$ cat config.mk
export PLATFORM = sky130hd
export DESIGN_NAME = bp_l15_response_encoder
export DESIGN_NICKNAME = d
export VERILOG_FILES = /design/src/rtl/bp_l15_response_encoder.sv
export SDC_FILE = /design/constraint.sdc
export NUM_CORES = 1
export LEC_CHECK = 0
export BUFFER_PORTS_ARGS = -buffer_cell sky130_fd_sc_hd__buf_2
export CAP_MARGIN = 30
export CORE_MARGIN = 2
export CORE_UTILIZATION = 25
export CTS_CLUSTER_DIAMETER = 60
export DETAILED_ROUTE_END_ITERATION = 10
export GPL_ROUTABILITY_DRIVEN = 0
export PLACE_DENSITY = 0.39
export SKIP_CTS_REPAIR_TIMING = 1
export SLEW_MARGIN = 20
export SYNTH_ARGS = -nofsm -noshare
export SYNTH_HDL_FRONTEND = slang
export SYNTH_SLANG_ARGS = --single-unit
$ cat constraint.sdc
create_clock -name clk_i -period 5.3 [get_ports clk_i]
set_input_delay 0.265 -clock clk_i [delete_from_list [all_inputs] [get_ports clk_i]]
set_output_delay 0.265 -clock clk_i [all_outputs]
set_load 0.1 [all_outputs]
$ cat src/rtl/bp_l15_response_encoder.sv
// Matches OpenPiton L1.5 return packets against in-order request metadata and
// emits BlackParrot memory responses. Optional interrupt pulses: BP_L15_ENC_INT_EN.
module bp_l15_response_encoder #(
   parameter int PENDING_DEPTH = 4,
   parameter int ADDR_WIDTH    = 40
) (
   input  logic                  clk_i,
   input  logic                  reset_n_i,
   input  logic                  req_v_i,
   output logic                  req_ready_o,
   input  logic                  req_store_i,
   input  logic [1:0]            req_size_i,
   input  logic [ADDR_WIDTH-1:0] req_addr_i,
   input  logic                  l15_transducer_val,
   input  logic [3:0]            l15_transducer_returntype,
   input  logic [63:0]           l15_transducer_data_0,
   input  logic [63:0]           l15_transducer_data_1,
   output logic                  transducer_l15_req_ack,
   output logic                  mem_resp_v_o,
   input  logic                  mem_resp_ready_i,
   output logic                  mem_resp_store_o,
   output logic [1:0]            mem_resp_size_o,
   output logic [ADDR_WIDTH-1:0] mem_resp_addr_o,
   output logic [63:0]           mem_resp_data_o,
   output logic                  irq_o,
   output logic                  err_o
);

   // Handshake: a return packet is consumed in the cycle where
   // l15_transducer_val && transducer_l15_req_ack; a response transfers where
   // mem_resp_v_o && mem_resp_ready_i; a request is pushed where
   // req_v_i && req_ready_o. Responses stay stable while valid and not ready.

   localparam logic [3:0] LOAD_RET = 4'b0000;
   localparam logic [3:0] ST_ACK   = 4'b0100;
   localparam int         PTR_W    = $clog2(PENDING_DEPTH);
   localparam int         CNT_W    = PTR_W + 1;

   typedef enum logic {OUT_EMPTY = 1'b0, OUT_FULL = 1'b1} out_state_e;

   out_state_e state_q, state_d;

   logic                  pend_store [PENDING_DEPTH];
   logic [1:0]            pend_size  [PENDING_DEPTH];
   logic [ADDR_WIDTH-1:0] pend_addr  [PENDING_DEPTH];

   logic [PTR_W-1:0] wr_ptr_q, rd_ptr_q;
   logic [CNT_W-1:0] count_q;
   logic             fifo_full, fifo_empty;
   logic             push, pop;

   logic                  head_store;
   logic [1:0]            head_size;
   logic [ADDR_WIDTH-1:0] head_addr;

   logic is_load_ret, is_st_ack, is_mem_ret;
   logic can_take, ack, drain, load_resp, mismatch, err_q;

   logic [63:0] word, le_word, shifted, mask, load_data;
   logic [5:0]  shamt;

   logic                  resp_store_q;
   logic [1:0]            resp_size_q;
   logic [ADDR_WIDTH-1:0] resp_addr_q;
   logic [63:0]           resp_data_q;

   assign fifo_full  = (count_q == CNT_W'(PENDING_DEPTH));
   assign fifo_empty = (count_q == '0);

   assign is_load_ret = (l15_transducer_returntype == LOAD_RET);
   assign is_st_ack   = (l15_transducer_returntype == ST_ACK);
   assign is_mem_ret  = is_load_ret | is_st_ack;

   // Only memory returns need space in the output register; everything else
   // is consumed unconditionally.
   assign can_take = is_mem_ret ? ((state_q == OUT_EMPTY) | mem_resp_ready_i) : 1'b1;
   assign ack      = reset_n_i & l15_transducer_val & can_take;

   assign push      = req_v_i & ~fifo_full;
   assign pop       = ack & is_mem_ret & ~fifo_empty;
   assign load_resp = pop;
   assign drain     = (state_q == OUT_FULL) & mem_resp_ready_i;

   assign head_store = pend_store[rd_ptr_q];
   assign head_size  = pend_size[rd_ptr_q];
   assign head_addr  = pend_addr[rd_ptr_q];
   assign mismatch   = (is_load_ret & head_store) | (is_st_ack & ~head_store);

   // Pending metadata storage; contents are qualified by count_q.
   always_ff @(posedge clk_i) begin
      if (push) begin
         pend_store[wr_ptr_q] <= req_store_i;
         pend_size[wr_ptr_q]  <= req_size_i;
         pend_addr[wr_ptr_q]  <= req_addr_i;
      end
   end

   always_ff @(posedge clk_i or negedge reset_n_i) begin
      if (!reset_n_i) begin
         wr_ptr_q <= '0;
         rd_ptr_q <= '0;
         count_q  <= '0;
      end else begin
         if (push) wr_ptr_q <= wr_ptr_q + PTR_W'(1);
         if (pop)  rd_ptr_q <= rd_ptr_q + PTR_W'(1);
         case ({push, pop})
            2'b10:   count_q <= count_q + CNT_W'(1);
            2'b01:   count_q <= count_q - CNT_W'(1);
            default: count_q <= count_q;
         endcase
      end
   end

   // Big-endian line half to little-endian, then align to the request offset.
   always_comb begin
      word    = head_addr[3] ? l15_transducer_data_1 : l15_transducer_data_0;
      le_word = '0;
      for (int i = 0; i < 8; i++) begin
         le_word[i*8 +: 8] = word[(7-i)*8 +: 8];
      end
      shamt   = {head_addr[2:0], 3'b000};
      shifted = le_word >> shamt;
      case (head_size)
         2'd0:    mask = 64'h0000_0000_0000_00ff;
         2'd1:    mask = 64'h0000_0000_0000_ffff;
         2'd2:    mask = 64'h0000_0000_ffff_ffff;
         default: mask = 64'hffff_ffff_ffff_ffff;
      endcase
      load_data = shifted & mask;
   end

   always_comb begin
      state_d = state_q;
      case (state_q)
         OUT_EMPTY: if (load_resp) state_d = OUT_FULL;
         OUT_FULL: begin
            if (load_resp)  state_d = OUT_FULL;
            else if (drain) state_d = OUT_EMPTY;
         end
         default: state_d = OUT_EMPTY;
      endcase
   end

   always_ff @(posedge clk_i or negedge reset_n_i) begin
      if (!reset_n_i) state_q <= OUT_EMPTY;
      else            state_q <= state_d;
   end

   // Response type always follows the request, even when the return disagrees.
   always_ff @(posedge clk_i or negedge reset_n_i) begin
      if (!reset_n_i) begin
         resp_store_q <= 1'b0;
         resp_size_q  <= '0;
         resp_addr_q  <= '0;
         resp_data_q  <= '0;
      end else if (load_resp) begin
         resp_store_q <= head_store;
         resp_size_q  <= head_size;
         resp_addr_q  <= head_addr;
         resp_data_q  <= head_store ? 64'd0 : load_data;
      end
   end

   always_ff @(posedge clk_i or negedge reset_n_i) begin
      if (!reset_n_i) err_q <= 1'b0;
      else if ((pop & mismatch) | (ack & is_mem_ret & fifo_empty)) err_q <= 1'b1;
   end

`ifdef BP_L15_ENC_INT_EN
   localparam logic [3:0] INT_RET = 4'b0111;
   logic irq_q;

   always_ff @(posedge clk_i or negedge reset_n_i) begin
      if (!reset_n_i) irq_q <= 1'b0;
      else            irq_q <= ack & (l15_transducer_returntype == INT_RET);
   end

   assign irq_o = irq_q;
`else
   assign irq_o = 1'b0;
`endif

   assign req_ready_o            = ~fifo_full;
   assign transducer_l15_req_ack = ack;
   assign mem_resp_v_o           = (state_q == OUT_FULL);
   assign mem_resp_store_o       = resp_store_q;
   assign mem_resp_size_o        = resp_size_q;
   assign mem_resp_addr_o        = resp_addr_q;
   assign mem_resp_data_o        = resp_data_q;
   assign err_o                  = err_q;

endmodule

==> metrics.cfg, run 1 <==
[sta]
fin_hold_ws_ns = 0.0956
period_share_pct = 66.0
fmax_mhz = 286
timing.final.hold_violations = 0
period_needed_ns = 3.50
max_slew.worst_pin.slew_ns = 0.976
rsz0062_at_grt = false
fin_ws_ns = 1.80
setup_viol = 0
slew_viol_final = 0
finClkSkew_ns = 0.0166
tns_ns = 0
maxSlewHeadroom_pct = 34.9

[routing]
wl_um = 49500
drt_iter0_drc = 535
vias = 9396
drc_errors = 0
ant_nets = 0
firstDrtPassIters = 5
wire_per_inst_um = 25.2
vias_per_cell = 4.80

[synthesis]
synth_area_sq_um = 13500
yosys.area.top_type_share_pct = 38.2
yosysWarnings = 0
synth_fp_nets = 1068
synth_area_leaders = edfxtp_1, dfrtp_1, mux4_2, mux2i_1, mux2_2
synth_cell_types = 52
avgSynthCellArea_sq_um = 15.3
ys_ff_latch = 288
synth_cells = 882
synthArstFlopShare_pct = 40.3
yosysTopAreaCell = edfxtp_1
synth_edf_count = 172
ys.flop_type = edfxtp_1
ys_seq_area_share_pct = 59.7

[power]
power_frac_clock_pct = 22.5
leakage_nw = 7.26
vdd_ir_drop_max_v = 0.000277
combPwrFrac_pct = 49.5
powerDensity_nw_per_um2 = 676
switching_share_pct = 47.6
internal-power_mw = 6.21
finalPower_mw = 11.8
power_frac_seq_pct = 28.0
switching_power_mw = 5.64

[grt]
use_met2_pct = 30.4
grt-ovfl-total = 0
antenna_found_initial = 13
grt_pass1_vias = 9945
track_usage_pct = 17.6
top_usage_layer = met2
grt_max_degree = 60
grtUsageMet1_pct = 20.3
grtUsageMet3_pct = 6.00
grt_pass1_wl_um = 71100

[clock_tree]
cts_tree = yes
cts_made_buffers = 41
cts_num_sinks = 288
max-clock-path-buffers = 3
clk_latency_ns = 0.57
clkSlewWorstSetupHoldPaths_ns = 0.05
htreeDepth = 2
root_buffer = clkbuf_16

[finish]
syn2layout_area_growth_pct = 29.7
final_area_sq_um = 17500
utilization_pct = 32.7
fin_cells = 1959
drive_above_1_share_pct = 42.2
fin_nets = 1410

[floorplanning]
die_area_sq_um = 56000
num_io_pins = 292
coreArea_sq_um = 53600
die_h_um = 237
die_w_um = 237
rows = 85
start_util_pct = 25.2

[critical_path]
crit_path_max_fanout = 59
critical_path_class = register to register
end_kind = register
start_kind = register
cp.arrival_ns = 3.93
required_ns = 5.73

[place]
port_buffers = 290
place_ws_ns = 1.75
dpl.hpwl_um = 35600
dp_cells = 1833
placed_area_sq_um = 15700

[hold_path]
min_path_type = input pin to register

[status]
status = completed

[run]
max_cap_violations = 0

layer usage:
| layer | vias to the layer above | wire (um) |
|---|---|---|
| li1 | 4183 | - |
| met1 | 4762 | 19600 |
| met2 | 337 | 24500 |
| met3 | 94 | 3770 |
| met4 | 20 | 1440 |
| met5 | - | 132 |
sequential cells by signal (all words and copies together) (netlist names), 3 cells and up:
name,count
count_q,3
mem_resp_addr_o,40
mem_resp_data_o,64
pend_addr,160
pend_store,4
pend_size,8
cell usage in the layout (no fill, tap or decap), drive strengths merged, types with 2 or more instances in the layout:
cell type	n
edfxtp	172
clkinv	17
nand4	4
nor4bb	7
mux2	64
nor4b	2
inv	16
nor3	5
o2111ai	21
nor2	9
a221o	7
nand3	29
nand2	88
or2	6
and3	6
a32oi	20
o21ai	31
ha	5
clkbuf	54
a22o	8
nor4	3
xnor2	5
clkinvlp	2
a22oi	10
dfrtp	116
mux2i	100
diode	6
and2	2
dlygate4sd3	44
nand2b	10
buf	313
mux4	67
xor2	2
o211ai	3
power by group through the flow:
| stage | sequential [mW] | combinational [mW] | clock, mW |
|---|---|---|---|
| 2_1_floorplan | 5.41 | 2.47 | 0 |
| 3_3_place_gp | 3.36 | 5.93 | 0 |
| 3_5_place_dp | 3.37 | 5.93 | 0 |
| 4_1_cts | 3.33 | 5.93 | 2.77 |
| 5_1_grt | 3.39 | 6.18 | 2.86 |
| 6_report | 3.32 | 5.87 | 2.67 |
cell families after synthesis:
| family | share of synthesized area, % |
|---|---|
| XOR/XNOR | 0.453 |
| other | 0.0277 |
| adder cells (fa/ha/maj) | 0.611 |
| multiplexers | 24.0 |
| AO/OA/AOI/OAI | 5.86 |
| buffers and inverters | 2.73 |
| flip-flops | 59.7 |
| AND/OR/NAND/NOR | 6.69 |
cells in the mapped netlist (2+ instances only):
cell type	number
a22oi_1	10
buf_2	21
a221o_1	7
nand4_1	2
edfxtp_1	172
a32oi_1	20
a22o_1	8
nand3_1	29
dfrtp_1	116
mux4_1	3
or2_2	5
mux2_2	63
ha_1	5
buf_4	7
and2_1	2
xnor2_1	5
o2111ai_1	21
mux2i_1	100
inv_1	13
mux4_2	64
buf_1	8
nor4_2	2
clkbuf_1	17
o211ai_1	3
nand2b_1	10
xor2_1	2
nor4bb_1	7
buf_6	4
nor2_1	8
nor4b_2	2
o21ai_0	30
nand4_2	2
nand2_1	88
nor3_1	3
and3_1	6
final timing paths:
path	startpoint	slack [ns]	to	cells after the start
worst max-delay path	rd_ptr_q[1]$_DFFE_PN0P_	1.80	mem_resp_data_o[10]$_DFFE_PN0P_	6
worst min-delay path	l15_transducer_returntype[0]	0.1	err_o$_DFFE_PN0P_	3
worst max register to register	rd_ptr_q[1]$_DFFE_PN0P_	1.80	mem_resp_data_o[10]$_DFFE_PN0P_	6
worst min register to register	mem_resp_data_o[60]$_DFFE_PN0P_	0.48	mem_resp_data_o[60]$_DFFE_PN0P_	2
max in group asynchronous	reset_n_i	3.29	mem_resp_data_o[30]$_DFFE_PN0P_	4
min in group asynchronous	reset_n_i	0.18	mem_resp_data_o[52]$_DFFE_PN0P_	2
critical path: stages (launching register included):
cell and delay (ns):
dfrtp_2 0.76, mux4_4 1.09, buf_4 0.47, mux2_2 0.40, or2_2 0.28, a32oi_1 0.19, nand3_1 0.10
final cells by class:
| type | instances | area [sq um] |
|---|---|---|
| fill | 5406 | 36100 |
| sequential | 288 | 8070 |
| multi-input combinational | 522 | 5110 |
| timing repair buffer | 357 | 2070 |
| clock buffer | 54 | 1160 |
| tap | 696 | 871 |
| clock inverter | 22 | 188 |
| inverter | 14 | 52.6 |
| antenna | 6 | 15.0 |
Power figures use the tool's default switching activity.
==> inputs of run 2 (changes only) <==
- clock period: 5.3 -> 3.5 ns (I/O delays scaled with it)
==> run 2 against run 1 <==
Compared with the run above:
- clock power grew 44%
- critical path type unchanged
- largest power group unchanged
- worst hold slack lost 0.091 ns
- worst setup slack lost 1.1 ns
- highest routed layer unchanged
==> metrics.cfg, run 2 (same netlist as run 1, synthesis figures left out) <==
[clock_tree]
clk_latency_ns = 0.56  ; about the same
cts_made_buffers = 40  ; -2.4%
clkSlewWorstSetupHoldPaths_ns = 0.06  ; about the same
cts_tree = yes
htreeDepth = 2  ; unchanged
root_buffer = clkbuf_16
max-clock-path-buffers = 3  ; unchanged
cts_num_sinks = 288  ; unchanged

[finish]
final_area_sq_um = 17600  ; about the same
largest_reg_flops = 160  ; unchanged
drive_above_1_share_pct = 41.9  ; -0.29 points
fin_nets = 1416  ; +0.43%
utilization_pct = 32.7  ; about the same
most-common-layout-cells = buf_2, edfxtp_1, dfrtp_1
largest_register = pend_addr
final_common_cell = buf_2
fin_cells = 1962  ; +0.15%
syn2layout_area_growth_pct = 29.8  ; about the same

[floorplanning]
rows = 85  ; unchanged
die_area_sq_um = 56000  ; unchanged
die_w_um = 237  ; unchanged
num_io_pins = 292  ; unchanged
coreArea_sq_um = 53600  ; unchanged
start_util_pct = 25.2  ; unchanged
die_h_um = 237  ; unchanged

[power]
finalPower_mw = 17.9  ; +51%
leakage_nw = 7.25  ; about the same
vdd_ir_drop_max_v = 0.000515  ; +86%
powerDensity_nw_per_um2 = 1020  ; +51%

[sta]
tns_ns = 0  ; unchanged
timing.final.hold_violations = 0  ; unchanged
rsz0062_at_grt = false
setup_viol = 0  ; unchanged
period_share_pct = 80.2  ; +14 points
max_slew.worst_pin.slew_ns = 0.907  ; -0.0688 ns
finClkSkew_ns = 0.0253  ; +0.00874 ns
period_needed_ns = 2.81  ; -0.690 ns
fmax_mhz = 356  ; +25%
maxSlewHeadroom_pct = 39.0  ; +4.1 points
slew_viol_final = 0  ; unchanged

[critical_path]
critical_path_class = register to register
required_ns = 3.98  ; -1.75 ns
cp.arrival_ns = 3.28  ; -0.65 ns
end_kind = register
rrSetupSlack_ns = 0.69  ; -1.11 ns
start_kind = register
crit_path_max_fanout = 38  ; -36%

[grt]
grt_pass1_vias = 9816  ; -1.3%
grt_max_degree = 57  ; -5.0%
grt-ovfl-total = 0  ; unchanged
grt_pass1_wl_um = 71000  ; -0.14%
antenna_found_initial = 23  ; +10
track_usage_pct = 17.5  ; -0.12 points

[routing]
drt_iter0_drc = 538  ; +0.56%
wl_um = 49500  ; about the same
ant_nets = 0  ; unchanged
vias_per_cell = 4.85  ; +1.1%
drc_errors = 0  ; unchanged
vias = 9511  ; +1.2%
firstDrtPassIters = 6  ; +1
wire_per_inst_um = 25.2  ; -0.15%

[status]
status = completed

[place]
port_buffers = 290  ; unchanged
placed_area_sq_um = 15800  ; +0.67%
dpl.hpwl_um = 36400  ; +2.3%
dp_cells = 1839  ; +0.33%

[hold_path]
min_path_type = input pin to register

[run]
max_cap_violations = 0  ; unchanged

[run 2: path summary, 6_finish.rpt]
path	to	cells past startpoint	startpoint
min	err_o$_DFFE_PN0P_	3	l15_transducer_returntype[0]
max in group asynchronous	rd_ptr_q[0]$_DFFE_PN0P_	4	reset_n_i
max	mem_resp_data_o[15]$_DFFE_PN0P_	6	rd_ptr_q[1]$_DFFE_PN0P_
max reg2reg	mem_resp_data_o[15]$_DFFE_PN0P_	6	rd_ptr_q[1]$_DFFE_PN0P_
min reg2reg	mem_resp_addr_o[0]$_DFFE_PN0P_	2	mem_resp_addr_o[0]$_DFFE_PN0P_
min in group asynchronous	mem_resp_addr_o[26]$_DFFE_PN0P_	3	reset_n_i
[run 2: final cells by class]
cell class,instances,area (sq um)
fillers,5423,36000
flip-flops and latches,288,8070
multi-input cells,522,5100
repair buffers,364,2190
clock buffers,52,1070
well taps,696,871
clock inverters,21,186
inverters,14,52.6
diodes,5,12.5
[run 2: routing by layer]
metal	GRT usage, %	routed length [um]	share of wire [%]	up-vias
met2	30.5	24900	50	348
met5	0	168	0.34	-
met1	20.0	19100	39	4861
met3	6.60	4190	8.5	91
li1	-	-	-	4185
met4	4.55	1040	2.1	26
[run 2: power by group]
part           leakage [nW]  total [mW]  switching (mW)  internal, mW
registers              3.09        4.98           0.433          4.54
logic                  3.55        9.08            6.55          2.52
clock network         0.607        3.85            1.59          2.26
total                  7.25        17.9            8.57          9.32
[run 2: metrics by stage]
step | hold WS (ns) | worst slack (ns)
detailed placement | 0.305 | 0.524
CTS | -0.309 | 0.508
global route | 0.000612 | 0.487
global placement | 0.293 | 0.586
finish | 0.00476 | 0.693
floorplan | -0.121 | 0.450
[run 2: worst max-delay path, cell delays in order, from the launching register on]
cell and delay [ns]:
dfrtp_2 0.56, buf_4 0.57, mux4_2 0.39, nor2_1 0.12, nor4b_2 0.76, a222oi_1 0.20
o21ai_1 0.12
==> inputs of run 3 (changes only) <==
- PLACE_DENSITY: 0.39 -> 0.4
- clock period: 3.5 -> 2.3 ns (I/O delays scaled with it)
==> run 3 against run 2 <==
Compared with the run above:
- the run now ends with hold timing, setup timing left
- worst setup slack got worse by 0.82 ns
- die area unchanged
- maximum frequency increased by 16%
- routed wire length up 0.37%
- sequential cell count did not move
- critical path type unchanged
- largest power group unchanged
==> metrics.cfg, run 3 (same netlist as run 1, synthesis figures left out) <==
[sta]
period_share_pct = 105  ; +25 points
fin_ws_ns = -0.126  ; -0.819 ns
setup_viol = 49  ; +49
finClkSkew_ns = 0.0196  ; -0.00575 ns
fin_hold_ws_ns = -0.0404  ; -0.0452 ns
timing.final.hold_violations = 5  ; +5
maxSlewHeadroom_pct = 57.9  ; +19 points
rsz0062_at_grt = true
slew_viol_final = 0  ; unchanged
period_needed_ns = 2.43  ; -0.381 ns
max_slew.worst_pin.slew_ns = 0.632  ; -0.275 ns
fmax_mhz = 412  ; +16%

[grt]
grt_max_degree = 98  ; +72%
antenna_found_initial = 15  ; -35%
grt-ovfl-total = 0  ; unchanged
grt_pass1_wl_um = 70900  ; about the same
grt_pass1_vias = 10000  ; +2.2%
track_usage_pct = 17.6  ; +0.13 points

[routing]
ant_nets = 0  ; unchanged
drc_errors = 0  ; unchanged
wire_per_inst_um = 24.4  ; -3.4%
vias_per_cell = 4.73  ; -2.4%
firstDrtPassIters = 5  ; -1
vias = 9647  ; +1.4%
wl_um = 49600  ; +0.37%
drt_iter0_drc = 375  ; -30%

[power]
powerDensity_nw_per_um2 = 1540  ; +51%
finalPower_mw = 28.5  ; +59%
vdd_ir_drop_max_v = 0.000885  ; +72%
leakage_nw = 7.71  ; +6.3%

[clock_tree]
clk_latency_ns = 0.57  ; about the same
htreeDepth = 2  ; unchanged
cts_num_sinks = 288  ; unchanged
max-clock-path-buffers = 3  ; unchanged
clkSlewWorstSetupHoldPaths_ns = 0.06  ; about the same
cts_tree = yes
root_buffer = clkbuf_16
cts_made_buffers = 39  ; -2.5%

[floorplanning]
coreArea_sq_um = 53600  ; unchanged
start_util_pct = 25.2  ; unchanged
num_io_pins = 292  ; unchanged
rows = 85  ; unchanged
die_w_um = 237  ; unchanged
die_area_sq_um = 56000  ; unchanged
die_h_um = 237  ; unchanged

[finish]
syn2layout_area_growth_pct = 36.9
largest_register = pend_addr
most-common-layout-cells = buf_2, edfxtp_1, dfrtp_1
largest_reg_flops = 160  ; unchanged
fin_nets = 1494  ; +5.5%
final_common_cell = buf_2
drive_above_1_share_pct = 45.9  ; +4.1 points

[place]
place_ws_ns = -0.265  ; -0.789 ns
port_buffers = 290  ; unchanged
dpl.hpwl_um = 36800  ; +1.0%

[critical_path]
path_cells = mux4_4, buf_8, mux2i_1, mux4_2, o2111ai_1
critical_path_class = register to register
cp_slowest_stage_delay_ns = 0.75  ; about the same
required_ns = 2.77  ; -1.21 ns
crit_path_max_fanout = 17  ; -55%
start_kind = register
cp_num_buf_inv = 1  ; unchanged
path_delay_family = multiplexers
crit_slowest_cell = mux4_4
cp.arrival_ns = 2.90  ; -0.38 ns
end_kind = register

[run]
max_cap_violations = 0  ; unchanged

[status]
status = finished, violations left
violations = hold timing, setup timing

[hold_path]
min_path_type = input pin to register

## run 3: changes by cell type in the layout (fill, tap and decap cells not counted), sizes merged
cell | previous run | this run
diode | 5 | 3
clkbuf | 52 | 56
bufinv | 1 | 3
inv | 20 | 19
dlygate4sd3 | 44 | 56
clkinvlp | 2 | 1
buf | 320 | 387
clkinv | 12 | 7
## run 3: per-stage QoR
step	setup TNS, ns	cell area, sq um	utilization (%)	cells
floorplan	0	13600	-	882
global placement	-7.33	16500	30.7	1907
detailed placement	-8.27	16500	30.7	1907
CTS	-8.40	17800	33.2	1979
global route	-9.34	18500	34.5	2036
finish	-3.28	18500	34.5	2038
## run 3: cell type report
cell class,count,area (sq um)
repair buffers,443,2930
fillers,5356,35100
well taps,696,871
clock buffers,56,1080
flip-flops and latches,288,8080
inverters,14,57.6
clock inverters,16,226
multi-input cells,522,5260
diodes,3,7.51
## run 3: final timing paths
check,from,endpoint,slack (ns),cells past startpoint
worst max-delay path,rd_ptr_q[0]$_DFFE_PN0P_,mem_resp_data_o[3]$_DFFE_PN0P_,-0.13,5
worst min-delay path,l15_transducer_data_0[56],mem_resp_data_o[0]$_DFFE_PN0P_,-0.04,5
worst max register to register,rd_ptr_q[0]$_DFFE_PN0P_,mem_resp_data_o[3]$_DFFE_PN0P_,-0.13,5
worst min register to register,err_o$_DFFE_PN0P_,err_o$_DFFE_PN0P_,0.47,1
max in group asynchronous,reset_n_i,mem_resp_v_o$_DFF_PN0_,1.08,4
min in group asynchronous,reset_n_i,mem_resp_addr_o[24]$_DFFE_PN0P_,0.20,3
## run 3: layer usage
metal / vias to the layer above / part of all wire [%] / track usage (%) / wire length, um
met4: 24 / 2.2 / 4.95 / 1090
li1: 4353 / - / - / -
met2: 323 / 50 / 30.5 / 24900
met5: - / 0.31 / 0 / 152
met3: 72 / 7.2 / 5.96 / 3570
met1: 4875 / 40 / 20.7 / 20000
## run 3: power by group
part,internal [mW],switching (mW),total (mW)
logic,4.68,10.3,14.9
registers,6.91,0.582,7.49
clock network,3.67,2.41,6.08
## run 3: worst min-delay path, stage by stage
cell	delay [ns]
buf_2	0.08
mux2i_1	0.06
nand2_1	0.06
nand3_1	0.08
o2111ai_1	0.08
